### src/rtl/mc_main_fsm_pkg.sv
// Shared control definitions for the multicycle RV32I sequencer: state set,
// opcodes, ALU operation classes and datapath mux encodings.
package core_ctrl_pkg;

    typedef enum logic [3:0] {
        FETCH   = 4'd0,
        DECODE  = 4'd1,
        MEMADR  = 4'd2,
        MEMREAD = 4'd3,
        MEMWB   = 4'd4,
        MEMWR   = 4'd5,
        EXECR   = 4'd6,
        EXECI   = 4'd7,
        ALUWB   = 4'd8,
        BEQ     = 4'd9,
        JAL     = 4'd10,
        TRAP    = 4'd11
    } state_t;

    localparam logic [6:0] OP_LW    = 7'b0000011;
    localparam logic [6:0] OP_SW    = 7'b0100011;
    localparam logic [6:0] OP_RTYPE = 7'b0110011;
    localparam logic [6:0] OP_ITYPE = 7'b0010011;
    localparam logic [6:0] OP_BEQ   = 7'b1100011;
    localparam logic [6:0] OP_JAL   = 7'b1101111;

    localparam logic [1:0] ALUOP_ADD   = 2'b00;
    localparam logic [1:0] ALUOP_SUB   = 2'b01;
    localparam logic [1:0] ALUOP_FUNCT = 2'b10;

    localparam logic [2:0] ALU_ADD = 3'b000;
    localparam logic [2:0] ALU_SUB = 3'b001;
    localparam logic [2:0] ALU_AND = 3'b010;
    localparam logic [2:0] ALU_OR  = 3'b011;
    localparam logic [2:0] ALU_SLT = 3'b101;

    localparam logic [1:0] IMM_I = 2'b00;
    localparam logic [1:0] IMM_S = 2'b01;
    localparam logic [1:0] IMM_B = 2'b10;
    localparam logic [1:0] IMM_J = 2'b11;

    localparam logic [1:0] RES_ALUOUT    = 2'b00;
    localparam logic [1:0] RES_DATA      = 2'b01;
    localparam logic [1:0] RES_ALURESULT = 2'b10;

    localparam logic [1:0] SRCA_PC    = 2'b00;
    localparam logic [1:0] SRCA_OLDPC = 2'b01;
    localparam logic [1:0] SRCA_RD1   = 2'b10;

    localparam logic [1:0] SRCB_RD2  = 2'b00;
    localparam logic [1:0] SRCB_IMM  = 2'b01;
    localparam logic [1:0] SRCB_FOUR = 2'b10;

    function automatic logic [1:0] imm_src_for(input logic [6:0] op);
        case (op)
            OP_SW:   return IMM_S;
            OP_BEQ:  return IMM_B;
            OP_JAL:  return IMM_J;
            default: return IMM_I;
        endcase
    endfunction

endpackage

### src/rtl/mc_main_fsm_alu_decoder.sv
// Maps the sequencer's ALU operation class plus instruction fields onto the
// ALU control code. Purely combinational.
module alu_decoder
    import core_ctrl_pkg::*;
(
    input  logic [1:0] i_alu_op,
    input  logic [2:0] i_funct3,
    input  logic       i_op5,
    input  logic       i_funct7b5,
    output logic [2:0] o_alu_control
);

    always_comb begin
        o_alu_control = ALU_ADD;
        case (i_alu_op)
            ALUOP_ADD: o_alu_control = ALU_ADD;
            ALUOP_SUB: o_alu_control = ALU_SUB;
            ALUOP_FUNCT: begin
                case (i_funct3)
                    // Only R-type (op[5]=1) may select sub; addi ignores bit 30.
                    3'b000:  o_alu_control = (i_op5 & i_funct7b5) ? ALU_SUB : ALU_ADD;
                    3'b010:  o_alu_control = ALU_SLT;
                    3'b110:  o_alu_control = ALU_OR;
                    3'b111:  o_alu_control = ALU_AND;
                    default: o_alu_control = ALU_ADD;
                endcase
            end
            default: o_alu_control = ALU_ADD;
        endcase
    end

endmodule

### src/rtl/mc_main_fsm.sv
// Main sequencer for the multicycle RV32I core: drives datapath enables and
// mux selects, waits on the shared memory, and traps on unknown opcodes.
//
// state   | meaning
// FETCH   | read instruction at PC, PC <= PC+4 when memory ready
// DECODE  | register read, precompute branch target OldPC+imm
// MEMADR  | effective address rs1+imm
// MEMREAD | load access, wait for memory
// MEMWB   | write loaded data to rd
// MEMWR   | store access, strobe held until memory ready
// EXECR   | R-type ALU operation
// EXECI   | I-type ALU operation
// ALUWB   | write ALUOut to rd
// BEQ     | compare, take branch on Zero
// JAL     | PC <= target, ALUResult = OldPC+4
// TRAP    | illegal instruction, sticky until reset
module mc_main_fsm
    import core_ctrl_pkg::*;
#(
    parameter state_t RESET_STATE = FETCH
) (
    input  logic       clk,
    input  logic       reset,
    input  logic [6:0] op,
    input  logic [2:0] funct3,
    input  logic       funct7b5,
    input  logic       Zero,
    input  logic       mem_ready,
    output logic       PCWrite,
    output logic       AdrSrc,
    output logic       MemWrite,
    output logic       IRWrite,
    output logic [1:0] ResultSrc,
    output logic [1:0] ALUSrcA,
    output logic [1:0] ALUSrcB,
    output logic [1:0] ImmSrc,
    output logic [2:0] ALUControl,
    output logic       RegWrite,
    output logic       instr_done,
    output logic       illegal_instr
);

    state_t     r_state;
    state_t     w_next_state;
    logic       w_pc_update;
    logic       w_branch;
    logic       w_ir_write;
    logic       w_mem_write;
    logic       w_reg_write;
    logic       w_done;
    logic       w_illegal;
    logic       w_adr_src;
    logic [1:0] w_result_src;
    logic [1:0] w_src_a;
    logic [1:0] w_src_b;
    logic [1:0] w_alu_op;
    logic [2:0] w_alu_control;

    always_ff @(posedge clk or negedge reset) begin
        if (!reset) r_state <= RESET_STATE;
        else        r_state <= w_next_state;
    end

    always_comb begin
        w_next_state = r_state;
        w_pc_update  = 1'b0;
        w_branch     = 1'b0;
        w_ir_write   = 1'b0;
        w_mem_write  = 1'b0;
        w_reg_write  = 1'b0;
        w_done       = 1'b0;
        w_illegal    = 1'b0;
        w_adr_src    = 1'b0;
        w_result_src = RES_ALUOUT;
        w_src_a      = SRCA_PC;
        w_src_b      = SRCB_RD2;
        w_alu_op     = ALUOP_ADD;
        case (r_state)
            FETCH: begin
                w_src_b      = SRCB_FOUR;
                w_result_src = RES_ALURESULT;
                w_ir_write   = mem_ready;
                w_pc_update  = mem_ready;
                w_next_state = mem_ready ? DECODE : FETCH;
            end
            DECODE: begin
                w_src_a = SRCA_OLDPC;
                w_src_b = SRCB_IMM;
                case (op)
                    OP_LW, OP_SW: w_next_state = MEMADR;
                    OP_RTYPE:     w_next_state = EXECR;
                    OP_ITYPE:     w_next_state = EXECI;
                    OP_BEQ:       w_next_state = BEQ;
                    OP_JAL:       w_next_state = JAL;
                    default:      w_next_state = TRAP;
                endcase
            end
            MEMADR: begin
                w_src_a      = SRCA_RD1;
                w_src_b      = SRCB_IMM;
                w_next_state = (op == OP_SW) ? MEMWR : MEMREAD;
            end
            MEMREAD: begin
                w_adr_src = 1'b1;
                if (mem_ready) w_next_state = MEMWB;
            end
            MEMWB: begin
                w_result_src = RES_DATA;
                w_reg_write  = 1'b1;
                w_done       = 1'b1;
                w_next_state = FETCH;
            end
            MEMWR: begin
                // Strobe stays up through the ready cycle so the memory sees a stable request.
                w_adr_src   = 1'b1;
                w_mem_write = 1'b1;
                if (mem_ready) begin
                    w_done       = 1'b1;
                    w_next_state = FETCH;
                end
            end
            EXECR: begin
                w_src_a      = SRCA_RD1;
                w_alu_op     = ALUOP_FUNCT;
                w_next_state = ALUWB;
            end
            EXECI: begin
                w_src_a      = SRCA_RD1;
                w_src_b      = SRCB_IMM;
                w_alu_op     = ALUOP_FUNCT;
                w_next_state = ALUWB;
            end
            ALUWB: begin
                w_reg_write  = 1'b1;
                w_done       = 1'b1;
                w_next_state = FETCH;
            end
            BEQ: begin
                w_src_a      = SRCA_RD1;
                w_alu_op     = ALUOP_SUB;
                w_branch     = 1'b1;
                w_done       = 1'b1;
                w_next_state = FETCH;
            end
            JAL: begin
                w_src_a      = SRCA_OLDPC;
                w_src_b      = SRCB_FOUR;
                w_pc_update  = 1'b1;
                w_next_state = ALUWB;
            end
            TRAP: begin
                w_illegal    = 1'b1;
                w_next_state = TRAP;
            end
            default: w_next_state = FETCH;
        endcase
    end

    alu_decoder u_alu_decoder (
        .i_alu_op      (w_alu_op),
        .i_funct3      (funct3),
        .i_op5         (op[5]),
        .i_funct7b5    (funct7b5),
        .o_alu_control (w_alu_control)
    );

    // Outputs are gated by the reset pin itself so nothing strobes while it is low.
    assign PCWrite       = reset & (w_pc_update | (w_branch & Zero));
    assign AdrSrc        = reset & w_adr_src;
    assign MemWrite      = reset & w_mem_write;
    assign IRWrite       = reset & w_ir_write;
    assign RegWrite      = reset & w_reg_write;
    assign instr_done    = reset & w_done;
    assign illegal_instr = reset & w_illegal;
    assign ResultSrc     = reset ? w_result_src : 2'b00;
    assign ALUSrcA       = reset ? w_src_a : 2'b00;
    assign ALUSrcB       = reset ? w_src_b : 2'b00;
    assign ImmSrc        = reset ? imm_src_for(op) : 2'b00;
    assign ALUControl    = reset ? w_alu_control : 3'b000;

endmodule

### config.mk
export PLATFORM = sky130hd
export DESIGN_NAME = mc_main_fsm
export DESIGN_NICKNAME = d
export VERILOG_FILES = /design/src/rtl/mc_main_fsm_pkg.sv /design/src/rtl/mc_main_fsm_alu_decoder.sv /design/src/rtl/mc_main_fsm.sv
export SDC_FILE = /design/constraint.sdc
export NUM_CORES = 1
export LEC_CHECK = 0
export CAP_MARGIN = 20
export CORE_MARGIN = 2
export CORE_UTILIZATION = 36
export DETAILED_ROUTE_END_ITERATION = 12
export GPL_ROUTABILITY_DRIVEN = 0
export PLACE_DENSITY = 0.88
export SYNTH_ARGS = -nofsm -noshare
export SYNTH_HDL_FRONTEND = slang
export SYNTH_SLANG_ARGS = --single-unit
### constraint.sdc
create_clock -name clk -period 1.6 [get_ports clk]
set_clock_uncertainty 0.2 [all_clocks]
set_input_delay 0.16 -clock clk [delete_from_list [all_inputs] [get_ports clk]]
set_output_delay 0.16 -clock clk [all_outputs]
set_load 0.01 [all_outputs]
; Yosys cells after proc, flatten, opt, wreduce, memory -nomap -nowiden
; Cells that the tools add are included.
; W data, S select, Z words.
[totals]
ff_bits = 4
input_bits = 15
output_inout_bits = 18
wordCells = 76
[classes]
eq_ne = 24
mux = 28
bitwise = 10
n_reduce_logical = 13
[op_table]
columns = cell, n
row1 = $pmux W4 S7, 1
row2 = $pmux W4 S5, 1
row3 = $eq A4 B3 Y1 const B, 4
row4 = $eq A4 B4 Y1 const B, 4
row5 = $pmux W2 S2, 4
row6 = $eq A7 B6 Y1 const B, 2
row7 = $eq A7 B7 Y1 const B, 2
row8 = $pmux W3 S4, 1
row9 = $reduce_or A2 Y1, 6
row10 = $and A1 B1 Y1, 9
row11 = $mux W1, 9
row12 = $reduce_or A3 Y1, 3
row13 = $eq A4 B2 Y1 const B, 2
row14 = $mux W2, 4
row15 = $mux W4, 2
row16 = $eq A7 B2 Y1 const B, 1
row17 = $eq A7 B5 Y1 const B, 1
row18 = $eq A3 B3 Y1 const B, 2
row19 = $mux W3, 2
row20 = $pmux W2 S3, 1
row21 = $pmux W3 S2, 1
row22 = $eq A4 B1 Y1 const B, 1
row23 = $logic_not A4 Y1, 1
row24 = $ne A2 B2 Y1 const B, 2
row25 = 8 further kinds, 9

; Depth between registers and ports, before layout
; Gate-level depths: netlist (run 1).
[logic_depth]
depth_word = 6
depth_mapped = 7

; Cells and area by module
; A second synthesis (run 1) with hierarchy kept.
[unflattened]
cells_unflattened = 97
area_unflattened_um2 = 675.6
[by_module_without_submodules]
columns = mod, instances, cells_each, area_each_um2
row1 = mc_main_fsm, 1, 86, 579.3
row2 = alu_decoder, 1, 11, 96.3

; Worst setup path after synthesis (run 1)
; OpenSTA, ideal clock, no wires.
[synth_path]
path_type = reg2out
from = register r_state[2]
to = output port ALUControl[2]
arrival_time_ns = 1.443
required_time_ns = 1.240
setup_slack_ns = -0.203
path_stages_with_launch = 8
n_path_buf = 1
cell_sequence = dfrtp_1 clkbuf_1 nor2b_1 and2_1 ha_1 inv_1 nand4_1 nor2_1
[synth_via]
elab_chain_len = 6
word_cells_on_any_way = 9
[synth_lines]
columns = element, line_no
row1 = "start, declared", mc_main_fsm.sv:43  ; state_t r_state;
row2 = "start signal, assigned", mc_main_fsm.sv:61  ; else r_state <= w_next_state;
row3 = $eq A4 B3 Y1, mc_main_fsm.sv:78  ; case (r_state)
row4 = $reduce_or A2 Y1 (no source line), n/a
row5 = $pmux W2 S2 (*), mc_main_fsm.sv:78
row6 = $eq A2 B2 Y1 / $eq A2 B1 Y1 (equally long branches), mc_main_fsm_alu_decoder.sv:15  ; case (i_alu_op)
row7 = $pmux W3 S2 (*), mc_main_fsm_alu_decoder.sv:15
row8 = $mux W3 (*), mc_main_fsm.sv:179  ; assign ALUControl = reset ? w_alu_control : 3'b000;
row9 = "end, declared", mc_main_fsm.sv:37  ; output logic [2:0] ALUControl,
; Mark *: on every way between the ends. The rest lies on a longest branch, timed or not.

; Worst setup path in the final report (run 1)
[layout_path]
from = register r_state[3]
to = output port ALUControl[2]
; The elaborated chain is that of the path after synthesis.

==> run metrics, run 1 <==
Largest regs=r_state (4); HP Class=input pin to asynchronous set/reset pin; number of global-route vias before repair=between 1k and 1.5k; vias per cell=just under 6; Residual DRC=0; share of cells above drive strength 1=approximately two thirds; # fillers=63; Hold Vio Cnt, Final=0; RSZ-0062 raised after global routing=true; area of the multi-input gates=between 700 and 800 µm²; core area=between 1500 and 2000 µm²; Req. time, crit path=about 1200 ps; placed cell areas=~1300 µm²; min cycle time layout=about 2200 ps; die height=around 47 µm; critical path arrival=approximately 1800 ps; crit-path max FO=3; CTS tree=yes; main flop type after synthesis=dfrtp_1; GRT overflow=0; root buf cell=clkbuf_4; worst r2r path cells=6; failing checks=negative setup slack; Mapped Area=approximately 670 µm²; Mapped Nets=about 110; reg2reg setup slack=-230 ps; Max IR drop VDD=roughly 1100 µV; 1st-iter DRT viols=53; Yosys cell types=42; global-route wire length before repair=4450 µm; CTS Sinks=4; Final #Nets=approximately 200; Die Footprint=~2200 µm²; Reg clk slew, reported paths=~40 ps; maxcap violations=0; P&R area growth vs syn=141%; Worst slew margin=a little under 80%; wire per inst=around 22 µm; Initial Util=about two fifths; cell area power density=1510 nW/µm²; YS warnings=0; Pins Over Slew Limit=0; total leakage power=a little under 0.8 nW; post-route design area=1620 µm²; Ports=33; Max clock buf depth=2; Cells after Synth=92; largest register by flop count=r_state; pin count of the biggest net entering global routing=16; setup total negative slack=-6360 ps; Setup crit start kind=register; max FFs per register=4; post-detail-place hpwl=1920 µm; final setup violation count=21; row count=15; antenna diode count=0; TritonRoute pass-1 iters=4; TritonCTS buffer count=3; Reg area=between 100 and 150 µm²; final worst-path setup slack=-580 ps; Synth Area per Inst=between 7 and 8 µm²; initial antenna violation count=0; Reg2Reg Launch Point=r_state[3]$_DFFE_PN0P_; number of H-tree levels=1; register area share after synthesis=between 10 and 15%; Final period util=136%; Max Clock Freq=between 400 and 500 MHz; status=complete, but fails checks; GRT Util Overall=between 20% and 30%; EDFF count, synth=0; worst slew pin tran=about 320 ps; Crit Path Category=register to output port; port bufs=32; r2r endpoint=r_state[1]$_DFFE_PN0P_; Synth Register Bits=4; Routed Wire Length=roughly 4500 µm; Setup crit end kind=output port; Vias=1205; async set or reset register ratio after synthesis=between 90% and 100%; post-route ant nets=0; Clk Latency, worst-skew pair=between 200 and 300 ps; Die Wd=between 40 and 50 µm
==> worst max path at each step <==
| stage | from | end | cells after the start |
|---|---|---|---|
| 2_1_floorplan | r_state[3]$_DFFE_PN0P_ | ALUControl[2] | 7 |
| 3_3_place_gp | op[5] | ImmSrc[1] | 6 |
| 3_5_place_dp | op[5] | ImmSrc[1] | 6 |
| 4_1_cts | r_state[3]$_DFFE_PN0P_ | ALUControl[2] | 8 |
| 5_1_grt | r_state[3]$_DFFE_PN0P_ | ALUControl[2] | 8 |
| 6_report | r_state[3]$_DFFE_PN0P_ | ALUControl[2] | 8 |
==> Yosys cell counts, types with 2 or more instances <==
| master | count | area [µm²] |
|---|---|---|
| nand2_1 | 8 | 30.0 |
| clkbuf_1 | 3 | 11.3 |
| and2_1 | 3 | 18.8 |
| o21a_1 | 2 | 15.0 |
| or2_2 | 2 | 12.5 |
| inv_1 | 6 | 22.5 |
| a21oi_1 | 4 | 20.0 |
| dfrtp_1 | 4 | 100 |
| o21bai_1 | 2 | 15.0 |
| o211ai_1 | 2 | 15.0 |
| o211a_1 | 2 | 20.0 |
| nor2_1 | 9 | 33.8 |
| o21ai_0 | 2 | 10.0 |
| nand3_1 | 3 | 15.0 |
| ha_1 | 2 | 25.0 |
| nor3_1 | 4 | 20.0 |
| buf_2 | 3 | 15.0 |
| nor3b_1 | 3 | 22.5 |
| nor2b_1 | 2 | 12.5 |
| nand2b_1 | 4 | 25.0 |
==> layout by cell type, fill, tap and decap left out, drive strengths merged, types with 5 or more instances in the layout <==
cell,Yosys,final
nand2,8,8
dlygate4sd2,0,8
clkdlybuf4s50,0,6
nor2,9,9
a21oi,5,5
buf,3,70
inv,7,7
==> where the power goes <==
group | switching, mW | internal [mW]
sequential | 0.0542 | 0.147
clock | 0.0562 | 0.0849
combinational | 1.03 | 1.07
total | 1.14 | 1.30
==> routing by layer <==
layer | track usage, % | routed length [µm]
met5 | 0 | 0
met2 | 53.7 | 2140
met3 | 4.23 | 414
met4 | 12.8 | 249
met1 | 31.1 | 1680
==> cells by family after synthesis <==
family	Yosys count	synth area share [%]
xor+xnor	2	2.61
fa+ha+maj	2	3.72
buf+inv	13	7.82
simple gates	49	46.2
compound gates	22	24.8
flops	4	14.9
==> what timing repair did <==
action / in CTS / in global routing
hold buffers: 0 / 0
endpoints found under the setup margin: 22 / 22
gates resized for setup: 102 / 28
pin swaps: 18 / 11
setup buffers: 11 / 12
==> layout make-up <==
type | instances | area share, %
multi-input combinational | 75 | 44.5
timing repair buffer | 88 | 43.9
sequential | 4 | 6.18
inverter | 7 | 2.08
tap | 25 | 1.93
clock buffer | 3 | 1.39
==> through the flow <==
| stage | setup WS, ps | hold WS (ps) | total power, mW | utilization [%] | std cells |
|---|---|---|---|---|---|
| floorplan | -43.1 | -336 | 0.874 | - | 92 |
| global placement | -643 | 518 | 1.43 | 74.2 | 178 |
| detailed placement | -660 | 532 | 1.48 | 74.2 | 178 |
| CTS | -376 | 126 | 1.90 | 81.9 | 191 |
| global route | -574 | 194 | 2.54 | 92.8 | 202 |
| finish | -580 | 183 | 2.44 | 92.8 | 202 |
==> critical path: stages (launching register included) <==
cell and delay [ps]:
dfrtp_1 440, buf_6 160, nor2b_4 140, and2_4 190
ha_4 200, inv_2 60, nand4_1 110, nor2_2 120
buf_2 160
No activity file was read; power rests on OpenSTA's default activity.
==> inputs of run 2 (changes only) <==
Settings changed: CORE_MARGIN 2 to unset.
==> run metrics, run 2 (same netlist as run 1, synthesis figures left out) <==
status=complete, but fails checks (unchanged); failing checks=negative setup slack (unchanged); crit-path cells=inv_2 > nor2_4 > nand2_2 > ha_4 > inv_2 > nand4_1 > nor2_2 > buf_2 (was buf_6 > nor2b_4 > and2_4 > ha_4 > inv_2 > nand4_1 > nor2_2 > buf_2); critical path arrival=1620 ps (was 1820 ps); Clk Latency, worst-skew pair=240 ps (was 250 ps); port bufs=32 (unchanged); Largest regs=r_state (4) (unchanged); slowest cell delay on critical path=440 ps (about the same); GRT overflow=0 (unchanged); Levels on crit path=8 (unchanged); root buf cell=clkbuf_4 (unchanged); GRT Util Overall=34.7% (was 28.5%); Ports=33 (unchanged); Setup crit end kind=output port (unchanged); pre-CTS setup slack=-704 ps (was -660 ps); WP buf/inv=3 (unchanged); HP Class=input pin to register (was input pin to asynchronous set/reset pin); Req. time, crit path=1240 ps (about the same); P&R area growth vs syn=135% (was 141%); final worst-path setup slack=-378 ps (was -580 ps); maxcap violations=0 (unchanged); Die Footprint=2040 µm² (was 2230 µm²); # placed instances=171 (was 178); Final #Nets=187 (was 196); critical path's top delay family=flip-flops (was simple AND/OR/NAND/NOR gates); total leakage power=0.751 nW (was 0.777 nW); cell area power density=1470 nW/µm² (was 1510 nW/µm²); hold path cells=4; vias per cell=5.57 (was 5.97); largest register by flop count=r_state (unchanged); Final period util=124% (was 136%); Crit Path Category=register to output port (unchanged); Net Sw Frac=46.5% (was 46.6%); die height=45.2 µm (was 47.2 µm); post-detail-place hpwl=1810 µm (was 1920 µm); logic gate share of total power=84.7% (was 86.0%); Max clock buf depth=2 (unchanged); most common cell after layout, fill and taps aside=buf_4 (unchanged); RSZ-0062 raised after global routing=true (unchanged); initial antenna violation count=0 (unchanged); Reg clk slew, reported paths=40 ps (about the same); Final Hold Slack=270 ps (was 183 ps); final setup violation count=19 (was 21); TritonCTS buffer count=3 (unchanged); min cycle time layout=1980 ps (was 2180 ps); row count=15 (unchanged); Initial Util=38.5% (unchanged); Non-Filler Instances=193 (was 202); share of cells above drive strength 1=68.5% (was 66.7%); Int Pwr=1.24 mW (was 1.30 mW); crit-path max FO=4 (was 3); critical path's most frequent cell=inv_2; antenna diode count=0 (unchanged); worst r2r path cells=7 (was 6); core area=1750 µm² (unchanged); most frequent cells in the layout=buf_4 (29), buf_6 (18), buf_2 (17) (was buf_4 (45), buf_2 (13), buf_6 (12)); Pins Over Slew Limit=0 (unchanged); pin count of the biggest net entering global routing=13 (was 16); CTS tree=yes (unchanged); post-route ant nets=0 (unchanged); 1st-iter DRT viols=32 (was 53); Max IR drop VDD=1010 µV (was 1060 µV); clock power share=5.5% (was 5.8%); Vias=1075 (was 1205); Max Clock Freq=506 MHz (was 459 MHz); Setup crit start kind=register (unchanged); max FFs per register=4 (unchanged); Final Power=2.31 mW (was 2.44 mW); Hold Vio Cnt, Final=0 (unchanged); number of H-tree levels=1 (unchanged); global-route wire length before repair=5030 µm (was 4450 µm); wire per inst=18.3 µm (was 22.2 µm); Worst slew margin=79.2% (was 78.3%); Routed Wire Length=3540 µm (was 4490 µm); Die Wd=45.2 µm (was 47.2 µm); slowest CP cell=dfrtp_2 (was dfrtp_1); number of global-route vias before repair=1070 (was 1016); Residual DRC=0 (unchanged); sequential group share of total power=9.9% (was 8.2%); TritonRoute pass-1 iters=4 (unchanged); Psw=1.07 mW (was 1.14 mW); CTS Sinks=4 (unchanged); worst slew pin tran=310 ps (was 323 ps)
run 2: changes by cell type in the layout (fill, tap and decap cells not counted), moves of 3 or more:
cell / previous run / this run
dfrtp_1: 4 / 1
buf_2: 13 / 17
dlygate4sd2_1: 8 / 4
buf_4: 45 / 29
buf_6: 12 / 18
dfrtp_2: 0 / 3
run 2: power groups by stage:
stage	clock network (mW)	logic [mW]	registers, mW
after floorplan	0	0.694	0.180
after global placement	0	1.15	0.197
after detailed placement	0	1.19	0.201
after CTS	0.130	1.61	0.206
after global routing	0.139	2.06	0.229
final	0.127	1.96	0.228
run 2: path summary, 6_finish.rpt:
kind | start | end | slack [ps]
min in group asynchronous | reset | r_state[1]$_DFFE_PN0P_ | 590
worst min-delay path | op[3] | r_state[1]$_DFFE_PN0P_ | 270
worst max register to register | r_state[1]$_DFFE_PN0P_ | r_state[1]$_DFFE_PN0P_ | -190
max in group asynchronous | reset | r_state[2]$_DFFE_PN0P_ | 430
worst min register to register | r_state[3]$_DFFE_PN0P_ | r_state[2]$_DFFE_PN0P_ | 500
worst max-delay path | r_state[3]$_DFFE_PN0P_ | ALUControl[2] | -380
run 2: metrics by stage:
stage	area, µm²	utilization (%)	setup TNS, ps
6_report	1580	90.4	-3220
5_1_grt	1580	90.4	-4170
4_1_cts	1480	84.7	-2640
3_5_place_dp	1240	71.2	-8800
3_3_place_gp	1240	71.2	-7960
2_1_floorplan	733	-	-68.7
run 2: layout make-up:
type                            count  area [µm²]
Sequential cell                     4         104
Timing Repair Buffer               79         654
Tap cell                           25        31.3
Multi-Input combinational cell     75         724
Clock buffer                        3        22.5
Inverter                            7        41.3
Fill cell                          75         168
run 2: worst register-to-register path: cells and delay by family (launching register included):
kind                   cells  cell delay [ps]
buffers and inverters      5              530
and+or+nand+nor            1              470
AOI/OAI and AO/OA          1               90
DFF                        1              420
run 2: repair_timing:
| action | CTS | global route |
|---|---|---|
| hold buffers | 1 | 0 |
| buffers inserted | 18 | 7 |
| gates resized for setup | 124 | 33 |
| endpoints found under the setup margin | 22 | 22 |
| hold endpoints to repair | 4 | 0 |
| pin swaps | 20 | 15 |
run 2: layer usage:
metal | routed length (µm) | share of wire [%] | GRT usage (%)
met5 | 0 | 0 | 0
met1 | 1340 | 38 | 38.0
met4 | 102 | 2.9 | 18.8
met2 | 1910 | 54 | 63.8
met3 | 185 | 5.2 | 4.40
==> inputs of run 3 (changes only) <==
Settings changed: CTS_BUF_LIST set to sky130_fd_sc_hd__clkbuf_4 sky130_fd_sc_hd__clkbuf_8 sky130_fd_sc_hd__clkbuf_16.
==> results of run 3 <==
Final layout, timing and power as in run 2 (identical DEF).
